File: config.mk
export PLATFORM = sky130hd
export DESIGN_NAME = alu_seq
export DESIGN_NICKNAME = d
export VERILOG_FILES = /design/src/rtl/alu_pkg.sv /design/src/rtl/alu_mul_iter.sv /design/src/rtl/alu_seq.sv
export SDC_FILE = /design/constraint.sdc
export NUM_CORES = 1
export LEC_CHECK = 0
export ABC_AREA = 1
export BUFFER_PORTS_ARGS = -buffer_cell sky130_fd_sc_hd__buf_4
export CAP_MARGIN = 0
export CORE_MARGIN = 3
export CORE_UTILIZATION = 50
export DETAILED_ROUTE_END_ITERATION = 10
export HOLD_SLACK_MARGIN = 0.03
export PLACE_DENSITY = 0.65
export SYNTH_ARGS = -nofsm -noshare
export SYNTH_HDL_FRONTEND = slang
export SYNTH_HIERARCHICAL = 1
export SYNTH_SLANG_ARGS = --single-unit
File: constraint.sdc
create_clock -name CLOCK -period 5.9 [get_ports CLOCK]
set_input_delay 0.59 -clock CLOCK [delete_from_list [all_inputs] [get_ports CLOCK]]
set_output_delay 0.59 -clock CLOCK [all_outputs]
set_load 0.1 [all_outputs]
File: src/rtl/alu_pkg.sv
// alu_pkg: shared definitions for the handshaked ALU.
//   - opcode encodings (INST field)
//   - FLAGS bit positions
//   - control FSM state encoding
//   - pack_flags(): assembles the 4-bit FLAGS word (bit 3 reserved, always 0)
package alu_pkg;

  localparam logic [3:0] INCA   = 4'd0;
  localparam logic [3:0] DECA   = 4'd1;
  localparam logic [3:0] ADD    = 4'd2;
  localparam logic [3:0] SUB    = 4'd3;
  localparam logic [3:0] ABS    = 4'd4;
  localparam logic [3:0] NEGA   = 4'd5;
  localparam logic [3:0] MUL    = 4'd6;
  localparam logic [3:0] NEGB   = 4'd7;
  localparam logic [3:0] AND    = 4'd8;
  localparam logic [3:0] OR     = 4'd9;
  localparam logic [3:0] XOR    = 4'd10;
  localparam logic [3:0] INVB   = 4'd11;
  localparam logic [3:0] PASSA  = 4'd12;
  localparam logic [3:0] INVA   = 4'd13;
  localparam logic [3:0] ZEROES = 4'd14;
  localparam logic [3:0] ONES   = 4'd15;

  localparam int FLAG_OVF = 0;
  localparam int FLAG_C   = 1;
  localparam int FLAG_Z   = 2;

  typedef enum logic {
    ST_IDLE = 1'b0,
    ST_MUL  = 1'b1
  } state_t;

  function automatic logic [3:0] pack_flags(input logic zero, input logic carry,
                                            input logic ovf);
    logic [3:0] f;
    f           = '0;
    f[FLAG_Z]   = zero;
    f[FLAG_C]   = carry;
    f[FLAG_OVF] = ovf;
    return f;
  endfunction

endpackage

File: src/rtl/alu_mul_iter.sv
// alu_mul_iter: iterative shift-add unsigned multiplier, one multiplier bit
// per clock.
//   clk, rst  : clock, async active-high reset (clears counter -> idle)
//   start     : load a/b and begin; counter set to WIDTH
//   a, b      : multiplicand / multiplier
//   done      : high in the cycle whose edge processes the last bit
//   prod      : low half of the product, valid while done (combinational,
//               so the caller can register it on that same edge)
//   hi_nz     : high half of the product is nonzero, valid while done
module alu_mul_iter #(
  parameter int WIDTH = 32
) (
  input  logic             clk,
  input  logic             rst,
  input  logic             start,
  input  logic [WIDTH-1:0] a,
  input  logic [WIDTH-1:0] b,
  output logic             done,
  output logic [WIDTH-1:0] prod,
  output logic             hi_nz
);

  localparam int CW = $clog2(WIDTH + 1);

  logic [2*WIDTH-1:0] mcand;
  logic [2*WIDTH-1:0] acc;
  logic [2*WIDTH-1:0] acc_nxt;
  logic [WIDTH-1:0]   mplier;
  logic [CW-1:0]      cnt;
  logic               busy;

  assign busy    = (cnt != '0);
  assign done    = (cnt == CW'(1));
  // Partial sum after the current bit; on the last step this is the product.
  assign acc_nxt = mplier[0] ? acc + mcand : acc;
  assign prod    = acc_nxt[WIDTH-1:0];
  assign hi_nz   = |acc_nxt[2*WIDTH-1:WIDTH];

  always_ff @(posedge clk or posedge rst) begin
    if (rst) begin
      mcand  <= '0;
      acc    <= '0;
      mplier <= '0;
      cnt    <= '0;
    end else if (start) begin
      mcand  <= {{WIDTH{1'b0}}, a};
      acc    <= '0;
      mplier <= b;
      cnt    <= CW'(WIDTH);
    end else if (busy) begin
      acc    <= acc_nxt;
      mcand  <= mcand << 1;
      mplier <= mplier >> 1;
      cnt    <= cnt - CW'(1);
    end
  end

endmodule

File: src/rtl/alu_seq.sv
// alu_seq: handshaked ALU with a single-slot registered output.
//   CLOCK, RESET        : clock, async active-high reset
//   IN_VALID / IN_READY : operand handshake (A, B, INST)
//   OUT_VALID/OUT_READY : result handshake (Z, FLAGS)
//   FLAGS               : [0] OVF, [1] Carry, [2] Zero, [3] reserved 0
// Every opcode except MUL completes in one cycle through a shared
// WIDTH+1-bit adder. MUL runs WIDTH cycles in alu_mul_iter while input is
// held off; its result lands directly in the (necessarily empty) output slot.
module alu_seq
  import alu_pkg::*;
#(
  parameter int WIDTH = 32
) (
  input  logic             CLOCK,
  input  logic             RESET,
  input  logic             IN_VALID,
  output logic             IN_READY,
  input  logic [WIDTH-1:0] A,
  input  logic [WIDTH-1:0] B,
  input  logic [3:0]       INST,
  output logic             OUT_VALID,
  input  logic             OUT_READY,
  output logic [WIDTH-1:0] Z,
  output logic [3:0]       FLAGS
);

  localparam int MSB = WIDTH - 1;

  state_t           state;
  logic             accept;
  logic             mul_start;
  logic             mul_done;
  logic [WIDTH-1:0] mul_prod;
  logic             mul_hi_nz;

  // Adder operands and the logic-op result.
  logic [WIDTH-1:0] ax, ay, lz;
  logic             cin, arith;
  logic [WIDTH:0]   sum;
  logic [WIDTH-1:0] res_z;
  logic             res_c, res_v;

  assign IN_READY  = (state == ST_IDLE) && (!OUT_VALID || OUT_READY);
  assign accept    = IN_VALID && IN_READY;
  assign mul_start = accept && (INST == MUL);

  always_comb begin
    ax    = A;
    ay    = '0;
    cin   = 1'b0;
    arith = 1'b1;
    lz    = '0;
    case (INST)
      INCA:   cin = 1'b1;
      DECA:   ay  = '1;
      ADD:    ay  = B;
      SUB:    begin ay = ~B; cin = 1'b1; end
      // Non-negative A passes through A + 0 so carry/ovf come out 0.
      ABS:    if (A[MSB]) begin ax = ~A; cin = 1'b1; end
      NEGA:   begin ax = ~A; cin = 1'b1; end
      NEGB:   begin ax = ~B; cin = 1'b1; end
      MUL:    arith = 1'b0;
      AND:    begin arith = 1'b0; lz = A & B; end
      OR:     begin arith = 1'b0; lz = A | B; end
      XOR:    begin arith = 1'b0; lz = A ^ B; end
      INVB:   begin arith = 1'b0; lz = ~B; end
      PASSA:  begin arith = 1'b0; lz = A; end
      INVA:   begin arith = 1'b0; lz = ~A; end
      ZEROES: begin arith = 1'b0; lz = '0; end
      ONES:   begin arith = 1'b0; lz = '1; end
      default: arith = 1'b0;
    endcase
    sum   = {1'b0, ax} + {1'b0, ay} + {{WIDTH{1'b0}}, cin};
    res_z = arith ? sum[MSB:0] : lz;
    res_c = arith & sum[WIDTH];
    // Overflow: adder inputs share a sign that the result does not.
    res_v = arith & (ax[MSB] == ay[MSB]) & (sum[MSB] != ax[MSB]);
  end

  alu_mul_iter #(.WIDTH(WIDTH)) u_mul (
    .clk   (CLOCK),
    .rst   (RESET),
    .start (mul_start),
    .a     (A),
    .b     (B),
    .done  (mul_done),
    .prod  (mul_prod),
    .hi_nz (mul_hi_nz)
  );

  always_ff @(posedge CLOCK or posedge RESET) begin
    if (RESET) begin
      state     <= ST_IDLE;
      OUT_VALID <= 1'b0;
      Z         <= '0;
      FLAGS     <= '0;
    end else begin
      case (state)
        ST_IDLE: begin
          if (accept) begin
            if (INST == MUL) begin
              // Slot is empty or draining this edge; stays empty during MUL.
              state     <= ST_MUL;
              OUT_VALID <= 1'b0;
            end else begin
              OUT_VALID <= 1'b1;
              Z         <= res_z;
              FLAGS     <= pack_flags(res_z == '0, res_c, res_v);
            end
          end else if (OUT_READY) begin
            OUT_VALID <= 1'b0;
          end
        end
        ST_MUL: begin
          if (mul_done) begin
            state     <= ST_IDLE;
            OUT_VALID <= 1'b1;
            Z         <= mul_prod;
            FLAGS     <= pack_flags(mul_prod == '0, mul_hi_nz, 1'b0);
          end
        end
        default: state <= ST_IDLE;
      endcase
    end
  end

endmodule

== Word-level counts from Yosys, hierarchy flattened ==
Index checks and enable logic that the tools add are counted.

* Multiplexer cells: 34
* Reduce and logical (&&, ||, !) cells: 15
* Add/subtract/negate cells: 4
* Equality and inequality tests: 22
* Bitwise logic cells: 9

{| class="wikitable"
|+ Operator list
! kind !! count
|-
| $mux W64 || 5
|-
| $mux W32 || 7
|-
| $pmux W32 S7 || 1
|-
| $pmux W32 S3 || 2
|-
| $add A64 B64 Y64 || 1
|-
| $logic_not A32 Y1 || 2
|-
| $not A32 Y32 || 2
|-
| $pmux W32 S2 || 1
|-
| $add A32 B32 Y33 || 1
|-
| $add A33 B1 Y33 || 1
|-
| $and A32 B32 Y32 || 1
|-
| $eq A4 B4 Y1 const B || 8
|-
| $or A32 B32 Y32 || 1
|-
| $reduce_or A32 Y1 || 1
|-
| $xor A32 B32 Y32 || 1
|-
| $eq A4 B3 Y1 const B || 4
|-
| $mux W4 || 3
|-
| $mux W6 || 2
|-
| $mux W1 || 9
|-
| $reduce_or A9 Y1 || 1
|-
| $eq A4 B2 Y1 const B || 2
|-
| $pmux W4 S2 || 1
|-
| $eq A6 B1 Y1 const B || 1
|-
| $pmux W1 S2 || 3
|-
| other kinds (18) || 23
|}

* Bits of input ports: 72
* Logic and storage cells: 92
* Output and inout port bits: 38
* Register bits after elaboration: 204

== Depth between registers and ports, before layout ==
* Depth after elaboration: 10
* Mapped depth: 25
* Mapped depth without buffers: 25

== Hierarchy ==
Netlist, hierarchy kept.

{| class="wikitable"
|+ By module, submodules not included
! module !! area each (um^2) !! instances !! cells an instance
|-
| alu_mul_iter || 13385.3 || 1 || 2108
|-
| alu_seq || 8012.7 || 1 || 1444
|}

== Worst setup path before layout ==
No wires, ideal clock.

* Path type: reg2reg
* Start point: register OUT_VALID
* End point: register u_mul.mplier[13]
* Library setup time: 0.135 ns
* Arrival time: 3.802 ns
* Setup slack: 1.963 ns
* Period minus slack after synthesis: 3.937 ns
* Path buffers: 2
* Stages on the path, launching flop included: 11
* Path through: dfrtp_1 > a21oi_1 > nand2_1 > nor2_1 > inv_1 > nand2_1 > clkinv_1 > clkbuf_1 > clkbuf_1 > nand2_1 > o211ai_1

* Cells in the longest elaborated chain, start to end: 6
* Elaborated cells on any way between the ends: 7
* Classes of those cells: 1 x mux; 6 x reduce/logical

{| class="wikitable"
|+ Ends and longest elaborated chain
! item !! line !! source
|-
| start, declared || alu_seq.sv:21 || <nowiki>output logic OUT_VALID,</nowiki>
|-
| start signal, assigned || alu_seq.sv:94 || <nowiki>OUT_VALID <= 1'b0;</nowiki>
|-
| start signal, assigned || alu_seq.sv:104 || <nowiki>OUT_VALID <= 1'b0;</nowiki>
|-
| start signal, assigned || alu_seq.sv:106 || <nowiki>OUT_VALID <= 1'b1;</nowiki>
|-
| $logic_not A1 Y1 * || alu_seq.sv:43 || <nowiki>assign IN_READY = (state == ST_IDLE) && (!OUT_VALID || OUT_READY);</nowiki>
|-
| $logic_or A1 B1 Y1 * || alu_seq.sv:43 ||
|-
| $logic_and A1 B1 Y1 * || alu_seq.sv:43 ||
|-
| named net IN_READY || alu_seq.sv:17 || <nowiki>output logic IN_READY,</nowiki>
|-
| $logic_and A1 B1 Y1 * || alu_seq.sv:44 || <nowiki>assign accept = IN_VALID && IN_READY;</nowiki>
|-
| $logic_and A1 B1 Y1 * || alu_seq.sv:45 || <nowiki>assign mul_start = accept && (INST == MUL);</nowiki>
|-
| named net mul_start || alu_seq.sv:31 || <nowiki>logic mul_start;</nowiki>
|-
| $mux W32 / $reduce_bool A2 Y1 (equally long branches) || n/a ||
|-
| end signal, assigned || alu_mul_iter.sv:53 || <nowiki>mplier <= mplier >> 1;</nowiki>
|-
| end, declared || alu_mul_iter.sv:28 || <nowiki>logic [WIDTH-1:0] mplier;</nowiki>
|}

The timed path passes the listed nets; every way through them passes the cells marked *.
A chain may end at the register's enable or synchronous reset.

== Final worst setup path ==
* Start point: input port INST[0]
* End point: register FLAGS[2]

* Cells in the longest elaborated chain, start to end: 9
* Elaborated cells on any way between the ends: 31
* Classes of those cells: 2 x add/sub; 16 x eq/ne; 8 x mux; 5 x reduce/logical

{| class="wikitable"
|+ Ends and longest elaborated chain
! item !! line !! source
|-
| start, declared || alu_seq.sv:20 || <nowiki>input logic [3:0] INST,</nowiki>
|-
| $eq A4 B3 Y1 (tied with other cells) || alu_seq.sv:53 || <nowiki>case (INST)</nowiki>
|-
| $pmux W32 S3 / $reduce_or A4 Y1 (equally long branches) || n/a ||
|-
| $add A32 B32 Y33 / $pmux W1 S2 (equally long branches) || alu_seq.sv:73, alu_seq.sv:53 ||
|-
| $add A33 B1 Y33 || alu_seq.sv:73 || <nowiki>sum = {1'b0, ax} + {1'b0, ay} + {{WIDTH{1'b0}}, cin};</nowiki>
|-
| $mux W32 || alu_seq.sv:74 || <nowiki>res_z = arith ? sum[MSB:0] : lz;</nowiki>
|-
| $logic_not A32 Y1 || alu_seq.sv:108 || <nowiki>FLAGS <= pack_flags(res_z == '0, res_c, res_v);</nowiki>
|-
| $mux W4 || alu_seq.sv:101 || <nowiki>if (INST == MUL) begin</nowiki>
|-
| $mux W4 || alu_seq.sv:100 || <nowiki>if (accept) begin</nowiki>
|-
| $pmux W4 S2 || alu_seq.sv:98 || <nowiki>case (state)</nowiki>
|-
| end signal, assigned || alu_seq.sv:108 ||
|-
| end signal, assigned || alu_seq.sv:119 || <nowiki>FLAGS <= pack_flags(mul_prod == '0, mul_hi_nz, 1'b0);</nowiki>
|-
| end, declared || alu_seq.sv:24 || <nowiki>output logic [3:0] FLAGS</nowiki>
|}

Parallel ways exist; a longest one is shown, timed or not. The select of a mux whose other input is x is not followed.

==> results.toml <==
[status]
status = "finished, final reports clean"

[clocking]
cts_hold_buf = 0
cts_sinks = 203
worstSkewPairLatency_ns = 0.54
cts_setup_buffers = 0
cts_buffers = 22
cts_max_level = 1
path_clk_slew_ns = 0.06
clockRootBuffer = "clkbuf_16"
cts_max_path_buffers = 3
cts_resized = 0
cts_tree = "built"

[place]
dp_hpwl_mm = 66.1
portBuffers = 108
gp_congestion = 0.997
dp_slack_ns = 1.18

[job]
drv_cap = 0

[finish]
diodes = 0
layout-drive-gt1-share_pct = 8.24
syn2layout_area_growth_pct = 9.13
fin_nets = 3832
n_fill_cell = 4264

[critical_path]
crit_chain = "buf_4 -> inv_4 -> o21ai_2 -> buf_4 -> o221ai_1 -> fa_1 -> fa_1 -> nand3_1 -> nand3_1 -> nand2_1 -> nand2_1 -> nand2_1 -> nand3_1 -> nand2_1 -> nand2_1 -> nor2_1 -> nand2_1 -> nor2_1 -> nand3_1 -> nor2_1 -> nand3_1 -> a21oi_1"
max_stage_delay_ns = 0.51
worstSetupPathType = "in2reg"
reg2reg_slack_ns = 2.25
arrival_ns = 4.75
endpoint_kind = "flip-flop"
required_ns = 6.34
start_kind = "primary input"
critPathBufInv = 3
path_max_fanout = 37
crit_top_cell = "nand2_1"
slowest_stage = "fa_1"
crit_family = "simple AND/OR/NAND/NOR gates"

[pwr]
clkPwrFrac_pct = 12.9
p_switching_mw = 6.02
total_power_mw = 10.8
power.internal_mw = 4.82
comb_power_share_pct = 64.0
power.density_nw_per_um2 = 464
switching_share_pct = 55.5
total_leakage_power_nw = 13.4
pwr-share-seq_pct = 23.1
peakVddDrop_mv = 0.461

[timing]
finalCriticalPeriod_ns = 4.31
setup_ws_ns = 1.59
relSlewSlack_pct = 31.2
worstMarginPinSlew_ns = 1.03
rsz0062_at_grt = "no"
drv_slew = 0
finalSetupViolCount = 0
finClkSkew_ns = 0.0223
period_share_pct = 73.1
hold_viol = 0
max_freq_mhz = 232
whs_ns = 0.0884
tns_ns = 0

[logic_synthesis]
synth_compound_area_share_pct = 15.1
syn_inst = 3552
synth_top_family_by_area = "simple AND/OR/NAND/NOR gates"
synth_flop_cell = "dfrtp_1"
ys_seq_elements = 203
yosys_warnings = 6
ys_types = 57
syn_area_um2 = 21400
synth-seq-area-share_pct = 23.7
synth_async_sr_flop_share_pct = 100
synth_fa_ha_area_share_pct = 9.64
synth_edf_count = 0
synthSimpleGateAreaFrac_pct = 35.8
synth_fp_nets = 3787
postSynthAreaPerCell_um2 = 6.02
synth_xor_area_share_pct = 1.39
muxShareOfSynthArea_pct = 0

[detailed_routing]
drcViolationCount = 0
drtIter0Drc = 2322
wire_per_inst_um = 20.3
first_pass_iters = 6
drt_wl_total_mm = 84.0
postRouteAntennaNets = 0
vias_per_cell = 5.68
vias = 23500

[grt]
grt.overflow.total = 0
grt_pass1_wl_mm = 129
grt_max_degree = 79
grtUsageTotal_pct = 36.4
grt_antenna_before_repair = 1
grt_pass1_vias = 22500

[floorplan]
die-area_um2 = 45300
die_height_um = 213
rows = 75
ios = 110
die_w_um = 213
start_util_pct = 50.8
core-area_um2 = 42100

[hold_path]
hold_path_class = "in2async"
[sequential cells by signal, summed over array words and instances (netlist names)]
register,count
u_mul/cnt,6
u_mul/mplier,32
state,1
u_mul/acc,64
OUT_VALID,1
Z,32
FLAGS,3
u_mul/mcand,64
[cells in the mapped netlist (2+ instances only)]
library cell     n  area share, %
nand4_1         19           0.56
o21ai_1         11           0.26
fa_1             3           0.28
nor3_1          89            2.1
inv_1          655             11
o21a_1           4           0.14
nand2_1       1279             22
and2_1           5           0.15
inv_2           20           0.35
a22oi_1         45            1.6
ha_1           160            9.4
nor2_2          32           0.94
dfrtp_1        203             24
nor2_4           3           0.16
o21bai_1         2          0.070
a211oi_1        12           0.42
a21oi_1        141            3.3
a2bb2oi_1        3           0.12
buf_4            6           0.21
clkinv_1         6           0.11
nor4_1           5           0.15
a31o_2           2          0.082
and3_1           2          0.058
nand2_2         38            1.1
nor2_1         201            3.5
nor3_4           2           0.15
buf_1            8           0.14
buf_2           27           0.63
nand3_2         10           0.47
nand3_1        140            3.3
o221ai_1        78            3.2
clkbuf_1        73            1.3
xnor2_1          4           0.16
nand3b_1         6           0.21
o22ai_1         32           0.94
a2111oi_0        2          0.082
a22o_1          24           0.98
or2_2            4           0.12
nor3_2           4           0.19
o211ai_1        19           0.67
xor2_1          30            1.2
o21ai_0        128            3.0
[cell type report]
cell class	count	area (µm²)	area share (%)
sequential	203	5080	21.8
inverter	682	2570	11.0
multi-input combinational	2552	13300	57.0
timing repair buffer	136	1020	4.37
tap	539	674	2.89
clock inverter	4	73.8	0.316
clock buffer	29	628	2.69
[final timing paths]
check                                                   from  cells after the start                            to
worst max-delay path                                 INST[0]                     22          FLAGS[2]$_DFFE_PP0P_
worst min-delay path                                   RESET                      2    u_mul/mcand[0]$_DFFE_PP0P_
worst max register to register    u_mul/mcand[0]$_DFFE_PP0P_                     20          FLAGS[2]$_DFFE_PP0P_
worst min register to register  u_mul/mplier[21]$_DFFE_PP0P_                      2  u_mul/mplier[20]$_DFFE_PP0P_
max in group asynchronous                              RESET                      3   u_mul/mcand[59]$_DFFE_PP0P_
min in group CLOCK                                 OUT_READY                      4         OUT_VALID$_DFFE_PP0P_
[metrics by stage]
| step | cell area, µm² | util, % | std cells |
|---|---|---|---|
| after floorplan | 21400 | - | 3552 |
| after global placement | 22700 | 53.8 | 4112 |
| after detailed placement | 22700 | 53.8 | 4112 |
| after CTS | 23400 | 55.4 | 4145 |
| after global routing | 23400 | 55.4 | 4145 |
| final | 23400 | 55.4 | 4145 |
[routing by layer]
metal | wire length, µm | track usage, % | vias up
met5 | 9 | 0 | -
met4 | 5180 | 18.9 | 2
met2 | 37500 | 59.3 | 1086
met3 | 6580 | 4.80 | 271
li1 | - | - | 11300
met1 | 34700 | 47.4 | 10900
[power groups by stage]
| stage | clock network, mW | registers [mW] | logic, mW |
|---|---|---|---|
| 6_report | 1.40 | 2.50 | 6.94 |
| 5_1_grt | 1.47 | 2.55 | 7.65 |
| 4_1_cts | 1.41 | 2.49 | 6.86 |
| 3_5_place_dp | 0 | 2.50 | 6.82 |
| 3_3_place_gp | 0 | 2.48 | 6.71 |
| 2_1_floorplan | 0 | 3.12 | 4.27 |
[layout by cell type (no fill, tap or decap), drive strengths merged, types with 5 or more instances in the layout]
| master | synthesis | routed |
|---|---|---|
| nor4 | 6 | 6 |
| inv | 676 | 677 |
| a211oi | 12 | 12 |
| dfrtp | 203 | 203 |
| o221ai | 78 | 78 |
| nand2 | 1317 | 1317 |
| ha | 160 | 160 |
| a21oi | 141 | 141 |
| and2 | 6 | 6 |
| o211ai | 19 | 19 |
| xor2 | 30 | 30 |
| a22o | 24 | 24 |
| o21ai | 139 | 139 |
| or2 | 5 | 5 |
| nand3b | 7 | 7 |
| nand3 | 150 | 150 |
| nor3 | 95 | 95 |
| a22oi | 45 | 45 |
| clkbuf | 73 | 29 |
| nand4 | 19 | 19 |
| o22ai | 32 | 32 |
| clkinv | 6 | 7 |
| nor2 | 236 | 236 |
| buf | 42 | 136 |
[kinds of logic (layout without fill, tap and decap cells)]
| family | count (synthesis) | after routing |
|---|---|---|
| simple gates | 1844 | 1844 |
| fa+ha+maj | 163 | 163 |
| other cells | 1 | 1 |
| compound gates | 510 | 510 |
| flops | 203 | 203 |
| buf+inv | 797 | 851 |
| xor+xnor | 34 | 34 |
Note: power is estimated with default switching activity, not from simulation.
